===== config.mk =====
export PLATFORM = sky130hd
export DESIGN_NAME = deit_tile_sequencer
export DESIGN_NICKNAME = d
export VERILOG_FILES = /design/src/rtl/deit_pkg.sv /design/src/rtl/deit_tile_sequencer.sv
export SDC_FILE = /design/constraint.sdc
export NUM_CORES = 1
export LEC_CHECK = 0
export CORE_MARGIN = 1.5
export CORE_UTILIZATION = 40
export DETAILED_ROUTE_END_ITERATION = 7
export DONT_BUFFER_PORTS = 1
export GPL_TIMING_DRIVEN = 0
export RECOVER_POWER = 100
export SLEW_MARGIN = 40
export SYNTH_ARGS = -nofsm -noshare
export SYNTH_HDL_FRONTEND = slang
export SYNTH_SLANG_ARGS = --single-unit

===== constraint.sdc =====
create_clock -name clk -period 2.55 [get_ports clk]
set_input_delay 0.255 -clock clk [delete_from_list [all_inputs] [get_ports clk]]
set_output_delay 0.255 -clock clk [all_outputs]
set_load 0.01 [all_outputs]

===== src/rtl/deit_pkg.sv =====
// deit_pkg: shared state encoding and default count widths for the DeiT tile sequencer
package deit_pkg;

    typedef enum logic [2:0] {
        S_IDLE,
        S_LOAD_IN,
        S_COMPUTE,
        S_DRAIN,
        S_DONE
    } state_t;

    localparam int DEF_N_TILES_W = 8;
    localparam int DEF_K_TILES_W = 8;

endpackage


===== src/rtl/deit_tile_sequencer.sv =====
// deit_tile_sequencer: walks n (output tiles) x k (reduction tiles), issuing DMA requests and compute starts.
// Optional busy-cycle counter enabled by defining TILE_SEQ_PERF_CNT_EN.
module deit_tile_sequencer
    import deit_pkg::*;
#(
    parameter int N_TILES_W = DEF_N_TILES_W,
    parameter int K_TILES_W = DEF_K_TILES_W,
    parameter int PERF_W    = 32
) (
    input  logic                 clk,
    input  logic                 rst,
    input  logic                 cfg_start,
    input  logic                 cfg_abort,
    input  logic [N_TILES_W-1:0] cfg_n_tiles,
    input  logic [K_TILES_W-1:0] cfg_k_tiles,
    output logic                 dma_in_req,
    output logic                 dma_wt_req,
    input  logic                 dma_ack,
    output logic [K_TILES_W-1:0] dma_k_idx,
    output logic [N_TILES_W-1:0] dma_n_idx,
    output logic                 core_start,
    output logic                 core_acc_mode,
    output logic                 core_out_en,
    input  logic                 core_done,
    input  logic                 out_done,
    output logic                 seq_busy,
    output logic                 seq_done,
    output logic                 seq_err,
    output logic [PERF_W-1:0]    perf_cycles
);

    localparam logic [K_TILES_W-1:0] K_ONE = 1;
    localparam logic [N_TILES_W-1:0] N_ONE = 1;

    state_t                 r_state;
    logic [K_TILES_W-1:0]   r_k;
    logic [K_TILES_W-1:0]   r_kt;
    logic [N_TILES_W-1:0]   r_n;
    logic [N_TILES_W-1:0]   r_nt;
    logic                   r_wt_req;
    logic                   r_start;
    logic                   r_err;

    logic w_k_last;
    logic w_n_last;
    logic w_tile;
    logic w_cfg_zero;
    logic w_bad_ack;
    logic w_bad_out;
    logic w_early;

    assign w_k_last   = r_k == r_kt - K_ONE;
    assign w_n_last   = r_n == r_nt - N_ONE;
    assign w_tile     = r_state == S_LOAD_IN || r_state == S_COMPUTE;
    assign w_cfg_zero = cfg_n_tiles == '0 || cfg_k_tiles == '0;
    assign w_bad_ack  = dma_ack && !(r_state == S_LOAD_IN || (r_state == S_COMPUTE && r_wt_req));
    assign w_bad_out  = out_done && r_state != S_DRAIN;
    assign w_early    = r_state == S_COMPUTE && core_done && r_wt_req && !dma_ack;

    assign dma_in_req    = r_state == S_LOAD_IN;
    assign dma_wt_req    = r_wt_req;
    assign dma_k_idx     = r_k;
    assign dma_n_idx     = r_n;
    assign core_start    = r_start;
    assign core_acc_mode = w_tile && r_k != '0;
    assign core_out_en   = w_tile && w_k_last;
    assign seq_busy      = r_state != S_IDLE;
    assign seq_done      = r_state == S_DONE;
    assign seq_err       = r_err;

    // Sequencer FSM: abort wins over every state, stray handshakes only flag the sticky error
    always_ff @(posedge clk) begin
        if (rst) begin
            r_state  <= S_IDLE;
            r_k      <= '0;
            r_kt     <= '0;
            r_n      <= '0;
            r_nt     <= '0;
            r_wt_req <= 1'b0;
            r_start  <= 1'b0;
            r_err    <= 1'b0;
        end else begin
            r_start <= 1'b0;
            r_err   <= r_err | w_bad_ack | w_bad_out | w_early;
            if (cfg_abort && r_state != S_IDLE) begin
                r_state  <= S_IDLE;
                r_wt_req <= 1'b0;
                r_k      <= '0;
                r_n      <= '0;
            end else begin
                case (r_state)
                    S_IDLE: begin
                        if (cfg_start) begin
                            r_kt    <= cfg_k_tiles;
                            r_nt    <= cfg_n_tiles;
                            r_k     <= '0;
                            r_n     <= '0;
                            r_err   <= w_cfg_zero;
                            r_state <= w_cfg_zero ? S_DONE : S_LOAD_IN;
                        end
                    end
                    S_LOAD_IN: begin
                        if (dma_ack) begin
                            r_state  <= S_COMPUTE;
                            r_start  <= 1'b1;
                            r_wt_req <= 1'b1;
                        end
                    end
                    S_COMPUTE: begin
                        if (dma_ack || core_done)
                            r_wt_req <= 1'b0;
                        if (core_done) begin
                            r_state <= w_k_last ? S_DRAIN : S_LOAD_IN;
                            if (!w_k_last)
                                r_k <= r_k + K_ONE;
                        end
                    end
                    S_DRAIN: begin
                        if (out_done) begin
                            r_state <= w_n_last ? S_DONE : S_LOAD_IN;
                            if (!w_n_last) begin
                                r_n <= r_n + N_ONE;
                                r_k <= '0;
                            end
                        end
                    end
                    default: begin
                        r_state <= S_IDLE;
                        r_k     <= '0;
                        r_n     <= '0;
                    end
                endcase
            end
        end
    end

`ifdef TILE_SEQ_PERF_CNT_EN
    localparam logic [PERF_W-1:0] P_ONE = 1;

    logic [PERF_W-1:0] r_perf;

    // Busy-cycle counter: cleared on run start, saturating
    always_ff @(posedge clk) begin
        if (rst)
            r_perf <= '0;
        else if (r_state == S_IDLE && cfg_start)
            r_perf <= '0;
        else if (r_state != S_IDLE && r_perf != '1)
            r_perf <= r_perf + P_ONE;
    end

    assign perf_cycles = r_perf;
`else
    assign perf_cycles = '0;
`endif

endmodule


==> results.sh, run 1 <==
export IMPL_grt_first_pass_wirelength_mm=9.936
export IMPL_switching_share=0.4113
export IMPL_path_delay_family="simple AND/OR/NAND/NOR gates"
export IMPL_core_mm2=0.006277
export IMPL_critical_path_class="reg -> reg"
export IMPL_startpoint_type="register"
export IMPL_drt_iter0_markers=83
export IMPL_max_slew_worst_pin_slew_ps=522.9
export IMPL_drc=0
export IMPL_grt_max_degree=13
export IMPL_drt_wl_total_mm=6.081
export IMPL_yosysSeqAreaShare=0.2954
export IMPL_setup_worst_path_end_class="register"
export IMPL_fmax_ghz=0.4094
export IMPL_cts_tree="yes"
export IMPL_r2r_end="dma_k_idx[2]$_SDFFE_PP0P_"
export IMPL_cts_buffers=5
export IMPL_leakage_nw=1.319
export IMPL_grt_pass1_vias=2080
export IMPL_antenna_cells=0
export IMPL_globalplace_congestion=0.8528
export IMPL_cp_data_arrival_time_ps=2620
export IMPL_pwr_share_seq=0.300
export IMPL_synth_edff_count=0
export IMPL_design_area_mm2=0.003148
export IMPL_num_fill_cells=656
export IMPL_die_w_um=83.24
export IMPL_holdCritPathClass="in -> reg"
export IMPL_start_util=0.4102
export IMPL_period_share=0.9578
export IMPL_area_delta_synth_final_pct=22.25
export IMPL_synth_mux_area_frac=0.007775
export IMPL_yosys_warnings=0
export IMPL_vias=2311
export IMPL_p_per_area_mw_per_mm2=861.1
export IMPL_clockBufferDepth=2
export IMPL_synth_top_family_by_area="simple AND/OR/NAND/NOR gates"
export IMPL_synth_simple_gate_area_frac=0.2794
export IMPL_p_sw_mw=1.115
export IMPL_intPower_mw=1.596
export IMPL_synth_xor_area_share=0.08163
export IMPL_io_pins=79
export IMPL_cp_max_fo=6
export IMPL_dp_hpwl_mm=4.551
export IMPL_worstReg2RegStart="r_kt[0]$_SDFFE_PP0P_"
export IMPL_period_needed_ps=2442
export IMPL_slowest_delay_ps=490
export IMPL_pwr_share_clk=0.192
export IMPL_outcome="completed"
export IMPL_place_area_mm2=0.002820
export IMPL_vdd_ir_drop_max_mv=0.3979
export IMPL_yosys_area_share_adder=0.02430
export IMPL_layout_common_cells="45 x buf_4, 44 x nand2_1, 34 x dfxtp_1"
export IMPL_final_common_cell="buf_4"
export IMPL_relSlewSlack=0.6485
export IMPL_drive_gt1_frac=0.2345
export IMPL_final_max_slew_viol_count=0
export IMPL_worstHoldStart="cfg_n_tiles[1]"
export IMPL_syn_inst=337
export IMPL_wl_per_cell_um=13.08
export IMPL_portBuffers=0
export IMPL_finClkSkew_ps=3.597
export IMPL_grt_antenna_before_repair=0
export IMPL_crit_buf_inv=5
export IMPL_drt_pass1_iter_count=4
export IMPL_antenna_left=0
export IMPL_rows=29
export IMPL_endpoint="dma_k_idx[2]$_SDFFE_PP0P_"
export IMPL_setup_violations=0
export IMPL_hold_ws_ps=77.26
export IMPL_drv_cap=0
export IMPL_syn_cell_area_mm2=0.002575
export IMPL_avgViaCountPerCell=4.970
export IMPL_ys_flop_type="dfxtp_1"
export IMPL_crit_path_cell_trace="buf_6 -> inv_4 -> ha_4 -> buf_4 -> xnor2_1 -> and4_1 -> a41oi_2 -> a211oi_4 -> or4_4 -> buf_6 -> buf_4 -> o21ai_1 -> a21oi_1"
export IMPL_synthArstFlopShare=0
export IMPL_clkSinkCount=38
export IMPL_syn_avg_cell_area_um2=7.641
export IMPL_pwr_share_comb=0.508
export IMPL_dieHeight_um=83.24
export IMPL_synth_seq_cells=38
export IMPL_clk_latency_ps=300
export IMPL_synth_compound_area_frac=0.1642
export IMPL_worstPathRequired_ps=2730
export IMPL_crit_start="r_kt[0]$_SDFFE_PP0P_"
export IMPL_hold_violations=0
export IMPL_gr_usage_all_layers=0.1771
export IMPL_nets=415
export IMPL_htree_levels=2
export IMPL_crit_cells=13
export IMPL_root_buffer="clkbuf_8"
export IMPL_grt_overflow_total=0
export IMPL_r2r_slack_ps=110
export IMPL_cts_clk_slew_worst_paths_ps=80
export IMPL_worst_r2r_cell_count=13
export IMPL_setup_tns_ps=0
export IMPL_synth_cell_type_count=55
export IMPL_cp_slowest_cell="or4_4"
export IMPL_dieArea_mm2=0.006928
## stage by stage
stage	power, mW	utilization	std cells	setup WS, ps
2_1_floorplan	1.769	-	368	3.572
3_3_place_gp	1.969	0.4493	445	-127.0
3_5_place_dp	1.986	0.4493	445	-146.0
4_1_cts	2.619	0.4850	463	1.520
5_1_grt	2.907	0.5015	465	-2.391
6_report	2.711	0.5015	465	107.6
## worst min path at each step
stage,endpoint,slack (ps),cells past startpoint
6_report,r_nt[1]$_SDFFE_PP0P_,80,2
5_1_grt,r_kt[4]$_SDFFE_PP0P_,80,2
4_1_cts,r_nt[6]$_SDFFE_PP0P_,70,2
3_5_place_dp,r_nt[6]$_SDFFE_PP0P_,400,2
3_3_place_gp,r_kt[6]$_SDFFE_PP0P_,390,2
2_1_floorplan,r_kt[0]$_SDFFE_PP0P_,390,2
## what timing repair did
action | 4_1_cts | 5_1_grt
pin swaps | 5 | 9
resized for setup | 14 | 24
setup endpoints to repair | 8 | 16
buffers inserted | 11 | 3
hold buffers | 0 | 0
## registers in the layout, indices dropped and copies added, names as in the netlist
register,flops
dma_k_idx,8
dma_wt_req,1
r_state,3
r_nt,8
seq_err,1
core_start,1
dma_n_idx,8
r_kt,8
## cells by family after synthesis
| logic type | count (synthesis) |
|---|---|
| xor gates and xnor gates | 24 |
| AOI/OAI and AO/OA | 68 |
| muxes | 2 |
| buffers and inverters | 61 |
| other | 1 |
| and+or+nand+nor | 138 |
| DFF | 38 |
| adders and majority gates | 5 |
## cell usage after synthesis (2+ instances only)
| master | count | area [um2] |
|---|---|---|
| nand3b_1 | 3 | 22.52 |
| o21ai_1 | 8 | 40.04 |
| dfxtp_1 | 38 | 760.7 |
| nor2b_1 | 4 | 25.02 |
| nor2_1 | 21 | 78.83 |
| nor4b_1 | 2 | 17.52 |
| a41oi_1 | 2 | 17.52 |
| nor4_1 | 7 | 43.79 |
| a21oi_1 | 32 | 160.2 |
| nor3_1 | 15 | 75.07 |
| nor3b_1 | 2 | 15.01 |
| buf_2 | 5 | 25.02 |
| buf_4 | 34 | 255.2 |
| a21boi_0 | 3 | 22.52 |
| ha_1 | 5 | 62.56 |
| o21ai_0 | 3 | 15.01 |
| inv_1 | 14 | 52.55 |
| nand2b_1 | 7 | 43.79 |
| nand3_1 | 4 | 20.02 |
| clkbuf_1 | 5 | 18.77 |
| and2_1 | 4 | 25.02 |
| a211oi_1 | 4 | 30.03 |
| or3_1 | 6 | 37.54 |
| and4_1 | 2 | 17.52 |
| xor2_1 | 9 | 78.83 |
| and3_1 | 6 | 37.54 |
| nand4_1 | 5 | 31.28 |
| mux2i_1 | 2 | 20.02 |
| nand2_1 | 44 | 165.2 |
| xnor2_1 | 15 | 131.4 |
| a21o_1 | 2 | 15.01 |
## power groups by stage
stage          Combinational (mW)  Clock [mW]  Sequential, mW
4_1_cts                      1.28       0.533           0.807
5_1_grt                      1.53       0.556           0.825
3_3_place_gp                 1.15           0           0.815
3_5_place_dp                 1.17           0           0.818
6_report                     1.38       0.522           0.812
2_1_floorplan               0.981           0           0.787
## per-layer routing
metal | GRT usage | vias up | routed length, um
met2 | 0.2853 | 60 | 2766
li1 | - | 1206 | -
met4 | 0.05758 | 0 | 91
met3 | 0.05964 | 9 | 499
met1 | 0.2225 | 1036 | 2724
met5 | 0 | - | 0
## area by class of cell
| class | count | area (um2) | area share |
|---|---|---|---|
| multi-input cells | 269 | 1675 | 0.5322 |
| flip-flops and latches | 38 | 770.7 | 0.2448 |
| plain buffers | 45 | 325.3 | 0.1033 |
| repair buffers | 14 | 116.4 | 0.03696 |
| well taps | 77 | 96.34 | 0.03060 |
| clock buffers | 5 | 68.82 | 0.02186 |
| inverters | 14 | 55.05 | 0.01749 |
| clock inverters | 3 | 40.04 | 0.01272 |
Power figures use the tool's default switching activity.
==> run 2: changes to the inputs <==
Settings changed: ABC_AREA set to 1.
==> results.sh, run 2 <==
export IMPL_nets=505
export IMPL_cts_hold_buf=0
export IMPL_crit_cells=13
export IMPL_endpoint="dma_n_idx[3]$_SDFFE_PP0P_"
export IMPL_dieArea_mm2=0.007608
export IMPL_path_delay_family="simple AND/OR/NAND/NOR gates"
export IMPL_grt_overflow_total=0
export IMPL_io_pins=79
export IMPL_p_per_area_mw_per_mm2=567.7
export IMPL_final_util=0.4597
export IMPL_dp_hpwl_mm=5.361
export IMPL_layout_common_cells="104 x nand2_1, 46 x inv_1, 44 x nor2_1"
export IMPL_crit_buf_inv=1
export IMPL_worstReg2RegStart="r_nt[0]$_SDFFE_PP0P_"
export IMPL_crit_start="r_nt[0]$_SDFFE_PP0P_"
export IMPL_outcome="completed"
export IMPL_finClkSkew_ps=4.199
export IMPL_slowest_delay_ps=420
export IMPL_antenna_cells=0
export IMPL_rows=30
export IMPL_cts_tree="yes"
export IMPL_grt_first_pass_wirelength_mm=11.27
export IMPL_avgViaCountPerCell=4.690
export IMPL_synthArstFlopShare=0
export IMPL_cp_max_fo=9
export IMPL_post_synth_top_area_cell="dfxtp_1"
export IMPL_pre_cts_ws_ps=468.2
export IMPL_max_slew_worst_pin_slew_ps=530.5
export IMPL_rsz0062_at_grt="no"
export IMPL_synth_edff_count=0
export IMPL_drive_gt1_frac=0.1695
export IMPL_startpoint_type="register"
export IMPL_vias=2692
export IMPL_setup_tns_ps=0
export IMPL_syn_avg_cell_area_um2=6.464
export IMPL_synth_seq_cells=38
export IMPL_cts_resized=0
export IMPL_cp_data_arrival_time_ps=2350
export IMPL_r2r_end="dma_n_idx[3]$_SDFFE_PP0P_"
export IMPL_drt_pass1_iter_count=4
export IMPL_vdd_ir_drop_max_mv=0.2303
export IMPL_core_mm2=0.006832
export IMPL_portBuffers=0
export IMPL_fmax_ghz=0.4545
export IMPL_num_fill_cells=736
export IMPL_grt_antenna_before_repair=0
export IMPL_setup_violations=0
export IMPL_clockBufferDepth=2
export IMPL_area_delta_synth_final_pct=10.67
export IMPL_globalplace_congestion=0.8766
export IMPL_pwr_share_clk=0.250
export IMPL_yosysSeqAreaShare=0.2681
export IMPL_critical_path_class="reg -> reg"
export IMPL_dieHeight_um=87.23
export IMPL_ys_flop_type="dfxtp_1"
export IMPL_drt_wl_total_mm=6.764
export IMPL_totalPowerFinal_mw=1.783
export IMPL_cts_clk_slew_worst_paths_ps=80
export IMPL_relSlewSlack=0.6464
export IMPL_synth_most_common_cell="nand2_1"
export IMPL_setup_worst_path_end_class="register"
export IMPL_yosys_warnings=0
export IMPL_pwr_share_seq=0.395
export IMPL_hold_violations=0
export IMPL_die_w_um=87.23
export IMPL_r2r_slack_ps=350
export IMPL_crit_path_cell_trace="inv_2 -> ha_1 -> nand2_2 -> nor2_1 -> nand3_1 -> nand2_1 -> nand2_1 -> nand2_2 -> nor2_2 -> nand3_1 -> nand2_4 -> o21ai_0 -> a21oi_1"
export IMPL_final_max_slew_viol_count=0
export IMPL_wl_per_cell_um=11.78
export IMPL_syn_cell_area_mm2=0.002838
export IMPL_layout_setup_ws_ps=350.0
export IMPL_syn_inst=439
export IMPL_grt_pass1_vias=2502
export IMPL_synthTopCellsByCount="103 x nand2_1, 44 x inv_1, 42 x nor2_1"
export IMPL_cts_buffers=5
export IMPL_clkSinkCount=38
export IMPL_period_share=0.8627
export IMPL_switching_share=0.3949
export IMPL_yosysTopAreaCellShare=0.2681
export IMPL_synth_area_top_cells="dfxtp_1 27%, nand2_1 14%, buf_4 8.5%"
export IMPL_cts_setup_buffers=0
export IMPL_drv_cap=0
export IMPL_drt_iter0_markers=109
export IMPL_p_sw_uw=703.9
export IMPL_final_common_cell="nand2_1"
export IMPL_pwr_share_comb=0.355
export IMPL_clk_latency_ps=290
export IMPL_start_util=0.4154
export IMPL_period_needed_ps=2200
export IMPL_intPower_mw=1.079
export IMPL_cp_slowest_cell="o21ai_0"
export IMPL_worst_r2r_cell_count=13
export IMPL_antenna_left=0
export IMPL_drc=0
export IMPL_leakage_nw=1.445
export IMPL_holdCritPathClass="in -> reg"
export IMPL_synth_cell_type_count=36
export IMPL_grt_max_degree=12
export IMPL_root_buffer="clkbuf_8"
export IMPL_htree_levels=2
export IMPL_worstPathRequired_ps=2700
export IMPL_gr_usage_all_layers=0.1864
run 2: cell types whose count changed in the layout (fill, tap and decap cells not counted), sizes merged, moves of 7 or more:
| cell | change |
|---|---|
| nand3 | +33 |
| o21ai | +12 |
| nor2 | +32 |
| nor3 | -12 |
| nand2b | -7 |
| nand2 | +76 |
| buf | -22 |
| xnor2 | -11 |
| inv | +40 |
run 2: kinds of logic (layout without fill, tap and decap cells):
logic type / after synthesis / count (layout) / synth area share
flip-flops: 38 / 38 / 0.2681
AO/OA/AOI/OAI: 62 / 62 / 0.1221
other: 1 / 32 / 0.001321
XOR/XNOR: 13 / 13 / 0.04012
adder cells (fa/ha/maj): 5 / 5 / 0.02205
buffers and inverters: 93 / 101 / 0.1684
AND/OR/NAND/NOR: 227 / 227 / 0.3779
run 2: metal layers:
metal / track usage / up-vias / share of wire
li1: - / 1419 / -
met1: 0.2269 / 1212 / 0.46
met2: 0.3206 / 51 / 0.48
met3: 0.05024 / 10 / 0.051
met4: 0.05628 / 0 / 0.017
met5: 0 / - / 0
run 2: stage by stage:
step                cells  hold WS, ps  instance area, um2
floorplan             470        324.1                2954
global placement      566        327.1                3074
detailed placement    566        329.7                3074
CTS                   574        18.55                3166
global route          574        19.67                3141
finish                574        26.20                3141
run 2: worst reg2reg max path, delay by kind of cell (launching register included):
kind / cells / cell delay [ps]
adder cells (fa/ha/maj): 1 / 220
AO/OA/AOI/OAI: 2 / 520
flip-flops: 1 / 340
buffers and inverters: 1 / 80
AND/OR/NAND/NOR: 9 / 900
run 2: final cells by class:
cell class,instances,area (um2),share of cell area
multi-input combinational,339,1694,0.5394
sequential,38,760.7,0.2422
buffer,37,259.0,0.08247
inverter,56,215.2,0.06853
tap,96,120.1,0.03825
clock buffer,7,86.33,0.02749
clock inverter,1,5.005,0.001594
run 2: worst min path at each step:
stage,start,depth (start not counted),to
global placement,rst,1,r_kt[5]$_SDFFE_PP0P_
finish,rst,1,r_kt[5]$_SDFFE_PP0P_
floorplan,rst,1,r_kt[5]$_SDFFE_PP0P_
global route,rst,1,r_kt[5]$_SDFFE_PP0P_
CTS,rst,1,r_kt[5]$_SDFFE_PP0P_
detailed placement,rst,1,r_kt[5]$_SDFFE_PP0P_
run 2: power groups by stage:
stage	logic (mW)	clock network [mW]	registers, mW
floorplan	0.535	0	0.703
global placement	0.633	0	0.718
detailed placement	0.638	0	0.718
CTS	0.642	0.455	0.704
global route	0.723	0.479	0.712
finish	0.633	0.446	0.703
==> run 3: changes to the inputs <==
Settings changed: CORE_ASPECT_RATIO set to 1.1.
==> results.sh, run 3 (synthesis gave the netlist of run 2 again) <==
export IMPL_grt_pass1_vias=2451
export IMPL_period_needed_ps=2282
export IMPL_cts_resized=0
export IMPL_fmax_ghz=0.4382
export IMPL_start_util=0.4097
export IMPL_grt_max_degree=12
export IMPL_intPower_mw=1.074
export IMPL_core_mm2=0.006927
export IMPL_layout_setup_ws_ps=268.0
export IMPL_pwr_share_clk=0.246
export IMPL_final_cells=563
export IMPL_slowest_delay_ps=380
export IMPL_pwr_share_comb=0.353
export IMPL_startpoint_type="register"
export IMPL_cp_data_arrival_time_ps=2500
export IMPL_critical_path_class="reg -> reg"
export IMPL_hold_ws_ps=20.45
export IMPL_p_per_area_mw_per_mm2=564.8
export IMPL_vdd_ir_drop_max_mv=0.2808
export IMPL_globalplace_congestion=0.8815
export IMPL_root_buffer="clkbuf_8"
export IMPL_holdCritPathClass="in -> reg"
export IMPL_dp_hpwl_mm=5.373
export IMPL_grt_overflow_total=0
export IMPL_cts_clk_slew_worst_paths_ps=80
export IMPL_gr_usage_all_layers=0.1847
export IMPL_pre_cts_ws_ps=473.8
export IMPL_dp_cells=555
export IMPL_layout_common_cells="108 x nand2_1, 46 x inv_1, 44 x nor2_1"
export IMPL_cts_buffers=5
export IMPL_setup_worst_path_end_class="register"
export IMPL_cts_tree="yes"
export IMPL_cp_slowest_cell="dfxtp_1"
export IMPL_crit_path_cell_trace="inv_2 -> ha_1 -> inv_1 -> nand2_1 -> nand2_1 -> nor2_1 -> nand2_1 -> nor2_1 -> nand2_1 -> nor2_4 -> nand3_2 -> nand2_1 -> o21ai_0 -> a21oi_1"
export IMPL_vias=2641
export IMPL_pwr_share_seq=0.401
export IMPL_area_delta_synth_final_pct=9.788
export IMPL_finClkSkew_ps=10.22
export IMPL_rsz0062_at_grt="no"
export IMPL_htree_levels=2
export IMPL_crit_buf_inv=2
export IMPL_final_max_slew_viol_count=0
export IMPL_rows=32
export IMPL_cts_setup_buffers=0
export IMPL_cpMostUsedCell="nand2_1"
export IMPL_io_pins=79
export IMPL_dieHeight_um=91.34
export IMPL_path_delay_family="simple AND/OR/NAND/NOR gates"
export IMPL_clockBufferDepth=2
export IMPL_drc=0
export IMPL_leakage_nw=1.446
export IMPL_wl_per_cell_um=11.93
export IMPL_num_fill_cells=760
export IMPL_portBuffers=0
export IMPL_drt_iter0_markers=118
export IMPL_die_w_um=83.31
export IMPL_drv_cap=0
export IMPL_period_share=0.8949
export IMPL_switching_share=0.3896
export IMPL_cp_max_fo=9
export IMPL_multi_input_area_mm2=0.001679
export IMPL_setup_violations=0
export IMPL_drive_gt1_frac=0.1653
export IMPL_hold_violations=0
export IMPL_grt_antenna_before_repair=0
export IMPL_antenna_cells=0
export IMPL_dieArea_mm2=0.007609
export IMPL_clkSinkCount=38
export IMPL_setup_tns_ps=0
export IMPL_avgViaCountPerCell=4.691
export IMPL_p_sw_uw=685.6
export IMPL_grt_first_pass_wirelength_mm=11.34
export IMPL_cts_hold_buf=0
export IMPL_antenna_left=0
export IMPL_outcome="completed"
export IMPL_worstPathRequired_ps=2770
export IMPL_clk_latency_ps=290
export IMPL_drt_pass1_iter_count=4
export IMPL_final_common_cell="nand2_1"
export IMPL_nets=505
export IMPL_ff_latch_area_um2=760.7
export IMPL_drt_wl_total_mm=6.716
[run 3: cell counts in the layout (fill, tap and decap cells not counted)]
No cell type changed its count.
[run 3: metrics by stage]
step / power (mW) / utilization / area [um2]
final: 1.760 / 0.4498 / 3115
after global routing: 1.906 / 0.4498 / 3115
after CTS: 1.795 / 0.4550 / 3152
after detailed placement: 1.356 / 0.4418 / 3060
after global placement: 1.350 / 0.4418 / 3060
after floorplan: 1.238 / - / 2954
[run 3: worst reg2reg max path, stage by stage, from the launching register on]
cell and delay, ps:
dfxtp_1 380, inv_2 70, ha_1 310, inv_1 50
nand2_1 60, nand2_1 50, nor2_1 100, nand2_1 50
nor2_1 100, nand2_1 90, nor2_4 110, nand3_2 100
nand2_1 300, o21ai_0 230, a21oi_1 200
[run 3: final cells by class]
cell class | count | share of cell area
clock buffer | 7 | 0.02771
buffer | 37 | 0.08353
tap | 85 | 0.03414
clock inverter | 1 | 0.001606
inverter | 56 | 0.06988
sequential | 38 | 0.2442
multi-input combinational | 339 | 0.5390
[run 3: worst paths after layout]
kind,startpoint,end,slack [ps],depth (start not counted)
worst max-delay path,r_nt[0]$_SDFFE_PP0P_,dma_n_idx[3]$_SDFFE_PP0P_,270,14
worst max register to register,r_nt[0]$_SDFFE_PP0P_,dma_n_idx[3]$_SDFFE_PP0P_,270,14
worst min-delay path,rst,r_kt[5]$_SDFFE_PP0P_,20,1
worst min register to register,r_nt[6]$_SDFFE_PP0P_,r_nt[6]$_SDFFE_PP0P_,490,2
[run 3: metal layers]
metal,wire (um),global-route usage,up-vias
met3,336,0.04727,10
met4,119,0.06111,0
li1,-,-,1414
met5,0,0,-
met1,2966,0.2178,1167
met2,3293,0.3252,50
[run 3: power by group through the flow]
| stage | sequential, mW | clock (mW) | combinational (mW) |
|---|---|---|---|
| 2_1_floorplan | 0.703 | 0 | 0.535 |
| 3_3_place_gp | 0.719 | 0 | 0.630 |
| 3_5_place_dp | 0.720 | 0 | 0.636 |
| 4_1_cts | 0.706 | 0.446 | 0.643 |
| 5_1_grt | 0.715 | 0.472 | 0.719 |
| 6_report | 0.705 | 0.433 | 0.622 |
